**src/rtl/s9234_jtag_top_pkg.sv**
```systemverilog
// Shared definitions for the s9234 JTAG wrapper: chain sizes, TAP states,
// instruction opcodes.
package s9234_jtag_top_pkg;

    localparam int unsigned IR_W  = 2;
    localparam int unsigned N_IN  = 36;
    localparam int unsigned N_OUT = 39;
    localparam int unsigned N_INT = 211;
    localparam int unsigned N_BSR = N_IN + N_OUT;

    typedef enum logic [3:0] {
        TAP_TLR,
        TAP_RTI,
        TAP_SEL_DR,
        TAP_CAP_DR,
        TAP_SH_DR,
        TAP_EX1_DR,
        TAP_PAUSE_DR,
        TAP_EX2_DR,
        TAP_UPD_DR,
        TAP_SEL_IR,
        TAP_CAP_IR,
        TAP_SH_IR,
        TAP_EX1_IR,
        TAP_PAUSE_IR,
        TAP_EX2_IR,
        TAP_UPD_IR
    } tap_state_t;

    localparam logic [IR_W-1:0] OP_EXTEST  = 2'b00;
    localparam logic [IR_W-1:0] OP_INTSCAN = 2'b01;
    localparam logic [IR_W-1:0] OP_SAMPLE  = 2'b10;
    localparam logic [IR_W-1:0] OP_BYPASS  = 2'b11;
    localparam logic [IR_W-1:0] IR_CAPTURE = 2'b01;

endpackage

```
**src/rtl/s9234_core.sv**
```systemverilog
// Behavioural stand-in for the s9234 core wrapper: core clock mux
// (CK, or TCLK while internal scan is selected), the 211-bit internal scan
// chain and a simple combinational input-to-output response.
// Ports: ck, tclk, test_sel, scan_en, scan_in, core_in -> scan_out, core_out.
module s9234_core
    import s9234_jtag_top_pkg::*;
(
    input  logic             ck,
    input  logic             tclk,
    input  logic             test_sel,
    input  logic             scan_en,
    input  logic             scan_in,
    input  logic [N_IN-1:0]  core_in,
    output logic             scan_out,
    output logic [N_OUT-1:0] core_out
);

    logic             core_clk;
    logic [N_INT-1:0] chain;

    assign core_clk = test_sel ? tclk : ck;

    // Internal chain shifts toward scan_out; holds when not scanning.
    always_ff @(posedge core_clk) begin
        if (scan_en)
            chain <= {chain[N_INT-2:0], scan_in};
    end

    assign scan_out = chain[N_INT-1];

    // Output j follows input (j mod 36), inverted on odd outputs.
    for (genvar j = 0; j < N_OUT; j++) begin : g_resp
        assign core_out[j] = core_in[j % N_IN] ^ 1'(j % 2);
    end

endmodule

```
**src/rtl/s9234_jtag_top_bsr_cell.sv**
```systemverilog
// One boundary-scan cell: capture/shift flop, update flop, mode mux.
// Ports: clk/rst, capture/shift/update enables, mode (1 = drive from update
// flop), data_in (pin or core output), scan_in/scan_out, data_out.
module s9234_jtag_top_bsr_cell (
    input  logic clk,
    input  logic rst,
    input  logic capture,
    input  logic shift,
    input  logic update,
    input  logic mode,
    input  logic data_in,
    input  logic scan_in,
    output logic scan_out,
    output logic data_out
);

    logic shift_q;
    logic upd_q;

    always_ff @(posedge clk) begin
        if (rst) begin
            shift_q <= 1'b0;
            upd_q   <= 1'b0;
        end else begin
            if (capture)
                shift_q <= data_in;
            else if (shift)
                shift_q <= scan_in;
            if (update)
                upd_q <= shift_q;
        end
    end

    assign scan_out = shift_q;
    assign data_out = mode ? upd_q : data_in;

endmodule

```
**src/rtl/s9234_jtag_top.sv**
```systemverilog
// JTAG wrapper for the s9234 core: TAP controller, 2-bit IR, 75-cell BSR,
// bypass bit, internal scan access and TDO mux.
// Ports: TCLK/TRST (sync active-high), TMS, TDI, TDO, CK (core clock),
// 36 core input pins g89..g23, 39 core output pins g2584..g4098.
module s9234_jtag_top
    import s9234_jtag_top_pkg::*;
(
    input  logic TCLK,
    input  logic TRST,
    input  logic TMS,
    input  logic TDI,
    output logic TDO,
    input  logic CK,
    input  logic g89, g94, g98, g102, g107, g301, g306, g310, g314, g319,
    input  logic g557, g558, g559, g560, g561, g562, g563, g564,
    input  logic g705, g639, g567, g45, g42, g39, g702, g32, g38, g46,
    input  logic g36, g47, g40, g37, g41, g22, g44, g23,
    output logic g2584, g3222, g3600, g4307, g4321, g4422, g4809, g5137,
    output logic g5468, g5469, g5692, g6282, g6284, g6360, g6362, g6364,
    output logic g6366, g6368, g6370, g6372, g6374, g6728, g1290, g4121,
    output logic g4108, g4106, g4103, g1293, g4099, g4102, g4109, g4100,
    output logic g4112, g4105, g4101, g4110, g4104, g4107, g4098
);

    tap_state_t       state;
    logic [IR_W-1:0]  ir;
    logic [IR_W-1:0]  ir_sr;
    logic             bypass_q;
    logic [N_IN-1:0]  pin_in;
    logic [N_IN-1:0]  core_in;
    logic [N_OUT-1:0] core_out;
    logic [N_OUT-1:0] pin_out;
    logic [N_BSR-1:0] bsr_so;
    logic [N_BSR-1:0] bsr_si;
    logic             bsr_sel, mode, cap_en, sh_en, upd_en;
    logic             intscan, scan_en, scan_out;

    // Bit 0 is the cell nearest TDI.
    assign pin_in = {g23, g44, g22, g41, g37, g40, g47, g36, g46, g38,
                     g32, g702, g39, g42, g45, g567, g639, g705, g564, g563,
                     g562, g561, g560, g559, g558, g557, g319, g314, g310, g306,
                     g301, g107, g102, g98, g94, g89};

    assign {g4098, g4107, g4104, g4110, g4101, g4105, g4112, g4100, g4109, g4102,
            g4099, g1293, g4103, g4106, g4108, g4121, g1290, g6728, g6374, g6372,
            g6370, g6368, g6366, g6364, g6362, g6360, g6284, g6282, g5692, g5469,
            g5468, g5137, g4809, g4422, g4321, g4307, g3600, g3222, g2584} = pin_out;

    // TAP controller.
    always_ff @(posedge TCLK) begin
        if (TRST) begin
            state <= TAP_TLR;
        end else begin
            case (state)
                TAP_TLR:      state <= TMS ? TAP_TLR      : TAP_RTI;
                TAP_RTI:      state <= TMS ? TAP_SEL_DR   : TAP_RTI;
                TAP_SEL_DR:   state <= TMS ? TAP_SEL_IR   : TAP_CAP_DR;
                TAP_CAP_DR:   state <= TMS ? TAP_EX1_DR   : TAP_SH_DR;
                TAP_SH_DR:    state <= TMS ? TAP_EX1_DR   : TAP_SH_DR;
                TAP_EX1_DR:   state <= TMS ? TAP_UPD_DR   : TAP_PAUSE_DR;
                TAP_PAUSE_DR: state <= TMS ? TAP_EX2_DR   : TAP_PAUSE_DR;
                TAP_EX2_DR:   state <= TMS ? TAP_UPD_DR   : TAP_SH_DR;
                TAP_UPD_DR:   state <= TMS ? TAP_SEL_DR   : TAP_RTI;
                TAP_SEL_IR:   state <= TMS ? TAP_TLR      : TAP_CAP_IR;
                TAP_CAP_IR:   state <= TMS ? TAP_EX1_IR   : TAP_SH_IR;
                TAP_SH_IR:    state <= TMS ? TAP_EX1_IR   : TAP_SH_IR;
                TAP_EX1_IR:   state <= TMS ? TAP_UPD_IR   : TAP_PAUSE_IR;
                TAP_PAUSE_IR: state <= TMS ? TAP_EX2_IR   : TAP_PAUSE_IR;
                TAP_EX2_IR:   state <= TMS ? TAP_UPD_IR   : TAP_SH_IR;
                TAP_UPD_IR:   state <= TMS ? TAP_SEL_DR   : TAP_RTI;
                default:      state <= TAP_TLR;
            endcase
        end
    end

    // Instruction register; Test-Logic-Reset keeps BYPASS loaded.
    always_ff @(posedge TCLK) begin
        if (TRST || state == TAP_TLR) begin
            ir    <= OP_BYPASS;
            ir_sr <= IR_CAPTURE;
        end else begin
            case (state)
                TAP_CAP_IR: ir_sr <= IR_CAPTURE;
                TAP_SH_IR:  ir_sr <= {TDI, ir_sr[IR_W-1:1]};
                TAP_UPD_IR: ir    <= ir_sr;
                default:    ;
            endcase
        end
    end

    // Bypass bit.
    always_ff @(posedge TCLK) begin
        if (TRST)
            bypass_q <= 1'b0;
        else if (ir == OP_BYPASS) begin
            if (state == TAP_CAP_DR)
                bypass_q <= 1'b0;
            else if (state == TAP_SH_DR)
                bypass_q <= TDI;
        end
    end

    assign bsr_sel = (ir == OP_EXTEST) || (ir == OP_SAMPLE);
    assign mode    = (ir == OP_EXTEST);
    assign cap_en  = bsr_sel && (state == TAP_CAP_DR);
    assign sh_en   = bsr_sel && (state == TAP_SH_DR);
    assign upd_en  = bsr_sel && (state == TAP_UPD_DR);
    assign intscan = (ir == OP_INTSCAN);
    assign scan_en = (state == TAP_SH_DR);
    assign bsr_si  = {bsr_so[N_BSR-2:0], TDI};

    // Input cells sit between pins and core, output cells between core and pins.
    for (genvar k = 0; k < N_BSR; k++) begin : g_bsr
        logic din;
        logic dout;
        if (k < N_IN) begin : g_in
            assign din        = pin_in[k];
            assign core_in[k] = dout;
        end else begin : g_out
            assign din               = core_out[k - N_IN];
            assign pin_out[k - N_IN] = dout;
        end
        s9234_jtag_top_bsr_cell u_cell (
            .clk      (TCLK),
            .rst      (TRST),
            .capture  (cap_en),
            .shift    (sh_en),
            .update   (upd_en),
            .mode     (mode),
            .data_in  (din),
            .scan_in  (bsr_si[k]),
            .scan_out (bsr_so[k]),
            .data_out (dout)
        );
    end

    s9234_core u_core (
        .ck       (CK),
        .tclk     (TCLK),
        .test_sel (intscan),
        .scan_en  (scan_en),
        .scan_in  (TDI),
        .core_in  (core_in),
        .scan_out (scan_out),
        .core_out (core_out)
    );

    // TDO mux: last stage of the register being shifted, else 0.
    always_comb begin
        TDO = 1'b0;
        if (state == TAP_SH_IR) begin
            TDO = ir_sr[0];
        end else if (state == TAP_SH_DR) begin
            case (ir)
                OP_EXTEST, OP_SAMPLE: TDO = bsr_so[N_BSR-1];
                OP_INTSCAN:           TDO = scan_out;
                default:              TDO = bypass_q;
            endcase
        end
    end

endmodule

```
**config.mk**
```make
export PLATFORM = sky130hd
export DESIGN_NAME = s9234_jtag_top
export DESIGN_NICKNAME = d
export VERILOG_FILES = /design/src/rtl/s9234_jtag_top_pkg.sv /design/src/rtl/s9234_core.sv /design/src/rtl/s9234_jtag_top_bsr_cell.sv /design/src/rtl/s9234_jtag_top.sv
export SDC_FILE = /design/constraint.sdc
export NUM_CORES = 1
export LEC_CHECK = 0
export CAP_MARGIN = 30
export CELL_PAD_IN_SITES_DETAIL_PLACEMENT = 1
export CELL_PAD_IN_SITES_GLOBAL_PLACEMENT = 1
export CORE_MARGIN = 4
export CORE_UTILIZATION = 40
export DETAILED_ROUTE_END_ITERATION = 7
export PLACE_DENSITY = 0.75
export SYNTH_ARGS = -nofsm -noshare
export SYNTH_HDL_FRONTEND = slang
export SYNTH_SLANG_ARGS = --single-unit
```
**constraint.sdc**
```tcl
create_clock -name TCLK -period 49.6 [get_ports TCLK]
set_input_delay 7.44 -clock TCLK [delete_from_list [all_inputs] [get_ports TCLK]]
set_output_delay 7.44 -clock TCLK [all_outputs]
set_load 0.02 [all_outputs]
```
# Yosys cells after proc, flatten, opt, wreduce, memory -nomap -nowiden
# Cells that the tools add are included.
# word_totals
reg_bits	370
latchBits	0
ram_bits	0
rom_bits	0
output_inout_bits	40
elab_cells	451
n_memories	0
# op_classes
addsub	0
n_mul	0
div	0
order_cmp	0
eq_ne	18
shift	0
muxes	245
n_bitwise	18
n_reduce_logical	15
# op_table
op	count
$mux W1	233
$pmux W4 S12	1
$eq A4 B4 Y1 const B	8
$not A1 Y1	18
$eq A4 B3 Y1 const B	4
$mux W4	4
$eq A4 B2 Y1 const B	2
$mux W2	3
$mux W3	2
$reduce_bool A2 Y1	3
$reduce_or A2 Y1	3
$eq A2 B2 Y1 const B	2
$eq A4 B1 Y1 const B	1
$logic_not A4 Y1	1
$pmux W2 S2	1
$logic_and A1 B1 Y1	3
$reduce_or A3 Y1	1
$eq A2 B1 Y1 const B	1
$logic_not A2 Y1	1
$logic_or A1 B1 Y1	2
$pmux W1 S2	1
$reduce_and A2 Y1	1

# Longest topological paths before layout
# logic_depth
word_depth	5
depth_mapped	7

# By module
# Synthesis repeated with hierarchy kept, for this count alone.
# hier_totals
hier_cells	1007
hier_area_um2	14510.2
# modules_own_cells
mod	n_inst	cells_per_inst	area_per_inst_um2
s9234_jtag_top_bsr_cell	75	9	97.6
s9234_core	1	251	6576.3
s9234_jtag_top	1	81	614.3

==> metrics <==
register area share after synthesis=0.726; clock transition at the registers of the reported paths=0.06 ns; RSZ-0062 raised after global routing=no; wirelength, routed=30,700 um; Worst Max-Slew Pin Slew=approximately 1.1 ns; crit path DAT=8.88 ns; min-delay worst type=reg -> reg; Vias per Instance=5.34; start point of the worst min-delay path=u_core.chain[42]; GRT overflow=0; fin util=0.482; leakage power=between 4 and 5 nW; overall power=0.321 mW; outcome=finished clean; antenna violations before repair=0; 1st-iter DRT viols=about 600; pre-CTS WS=33.25 ns; Placed Cells=1,515; global-route wire length before repair=49,600 um; GPL Wtd Cong=0.750; clk_skew=0.121 ns; Synth top area share=0.484; Tot GR Track Use=0.176; # DRC=0; PD cells=between 20 and 25 nW/um^2; nature of the critical path endpoint=primary output; ranking of synthesized cells by area=edfxtp_1, dfxtp_1, nand2_1, a21oi_1, o2bb2ai_1; IO Pins=81; Yosys cell types=42; dpl cell area=14,300 um^2; # hold bufs at CTS=0; Avg Inst Size Synth=12.4 um^2; Reg2Reg Launch Point=state[0]; most common cell in the synthesized netlist=nand2_1; Synth Warn #=0; Fillers=between 3,000 and 4,000; Syn-to-layout area delta=19.5%; Final WS setup=33.28 ns; Max Cap Viol=0; Worst Path Required=42.16 ns; Async SR Flop Fraction=0; clock tree from TritonCTS=built; Std-Cell Rows=66; wire per inst=~19 um; Synth area leader=edfxtp_1; worst vdd ir=23.0 uV; post-layout instance area=15,700 um^2; achievable frequency=between 60 and 70 MHz; dpl hpwl=around 17,000 um; share of cells above drive strength 1=0.0811; Primary FF master, synth=edfxtp_1; final setup vio count=0; Mapped Cells=1,054; EDFF count, synth=211; CP startpoint kind=primary input; Synth Net Count=~1,100; Die Wd=189 um; vias in the first global route=between 8,000 and 9,000; post_cts resized=0; Clock Latency Late Sink=approximately 0.89 ns; Final period util=0.329; Final Max Tran Viols=0; CP startpoint=g37; min Tclk post-route=16.32 ns; #FFs+latches synth=370; hold slack=0.403 ns; Max FO, Critical Path=3; synthesized area=roughly 13,000 um^2; Fin. Hold Viols=0; Setup TNS=0 ns; Die H=189 um; Antenna Violating Nets Remaining=0; WS Path Type=in -> out; drt pass-1 iters=7; diode count=0; port buffer count=80; postcts setup bufs=0; starting density of the core=0.404; total number of vias=about 8,500; slew margin rel.=0.270; Final Instance Count excl. Fillers=1,589; largest net degree at the start of global routing=between 200 and 250; Die Area=between 30,000 and 40,000 um^2; Commonest cells post-synth=nand2_1, edfxtp_1, dfxtp_1; final net count=1,159; core box area=32,500 um^2
-- layout by cell type (no fill, tap or decap), types with 2 or more instances in the layout --
| cell type | netlist | routed |
|---|---|---|
| o22ai_1 | 54 | 54 |
| nor2_4 | 1 | 3 |
| dfxtp_1 | 159 | 159 |
| buf_4 | 2 | 9 |
| nor2_1 | 48 | 47 |
| clkinv_2 | 0 | 7 |
| o31ai_1 | 2 | 2 |
| clkbuf_16 | 0 | 43 |
| clkinvlp_4 | 0 | 4 |
| nand2b_1 | 9 | 9 |
| mux2i_1 | 19 | 19 |
| bufinv_16 | 0 | 3 |
| a22o_1 | 20 | 20 |
| inv_1 | 5 | 5 |
| o21a_1 | 3 | 3 |
| a21oi_1 | 100 | 100 |
| edfxtp_1 | 211 | 211 |
| inv_6 | 0 | 6 |
| a31oi_1 | 19 | 19 |
| o21ai_0 | 11 | 11 |
| inv_8 | 0 | 2 |
| clkbuf_1 | 23 | 4 |
| nand2_1 | 240 | 240 |
| clkinv_1 | 0 | 3 |
| nand3_1 | 4 | 3 |
| o2bb2ai_1 | 53 | 53 |
| clkdlybuf4s50_1 | 0 | 79 |
| buf_12 | 0 | 2 |
-- power by group --
| group | switching (mW) | total, mW | internal [mW] |
|---|---|---|---|
| registers | 0.00107 | 0.140 | 0.139 |
| clock network | 0.0654 | 0.163 | 0.0974 |
| logic | 0.0110 | 0.0186 | 0.00755 |
| total | 0.0775 | 0.321 | 0.244 |
-- routing by layer --
metal  GRT usage  vias up  part of all wire
li1            -     3971                 -
met4      0.0594        0             0.020
met1       0.246     4290              0.47
met2       0.277      179              0.47
met3      0.0383       44             0.040
met5           0        -                 0
-- worst max-delay path, cell delays in order --
cell,delay (ns)
clkdlybuf4s50_1,0.51
a21oi_1,0.27
clkdlybuf4s50_1,0.65
-- kinds of logic (layout without fill, tap and decap cells) --
kind of cell | Yosys count | count (layout) | share of synthesized area
AO/OA/AOI/OAI | 270 | 270 | 0.135
buffers and inverters | 78 | 171 | 0.0261
flip-flops | 370 | 370 | 0.726
multiplexers | 20 | 20 | 0.0154
AND/OR/NAND/NOR | 316 | 316 | 0.0975
-- final timing paths --
| check | end | slack [ns] | cells past startpoint |
|---|---|---|---|
| max | g4100 | 33.28 | 3 |
| min | u_core.chain[43] | 0.40 | 0 |
| max reg2reg | g_bsr[70].u_cell.scan_out | 46.87 | 6 |
| min reg2reg | u_core.chain[43] | 0.40 | 0 |
-- layout make-up --
class                      count  area, um^2  share of cell area
clock buffer                  47        1090              0.0697
clock inverter                27         267              0.0170
inverter                       5        18.8             0.00120
multi-input combinational    606        3290               0.210
sequential                   370        9520               0.608
tap                          442         553              0.0353
timing repair buffer          92         918              0.0587
-- sequential cells by signal, indices dropped and copies added (netlist names) --
name and cells:
bypass_q 1, ir_sr 2, ir 2, state 4, g_bsr.u_cell.scan_out 75, u_core.chain 211
g_bsr.u_cell.upd_q 75
Note: power is estimated with default switching activity, not from simulation.
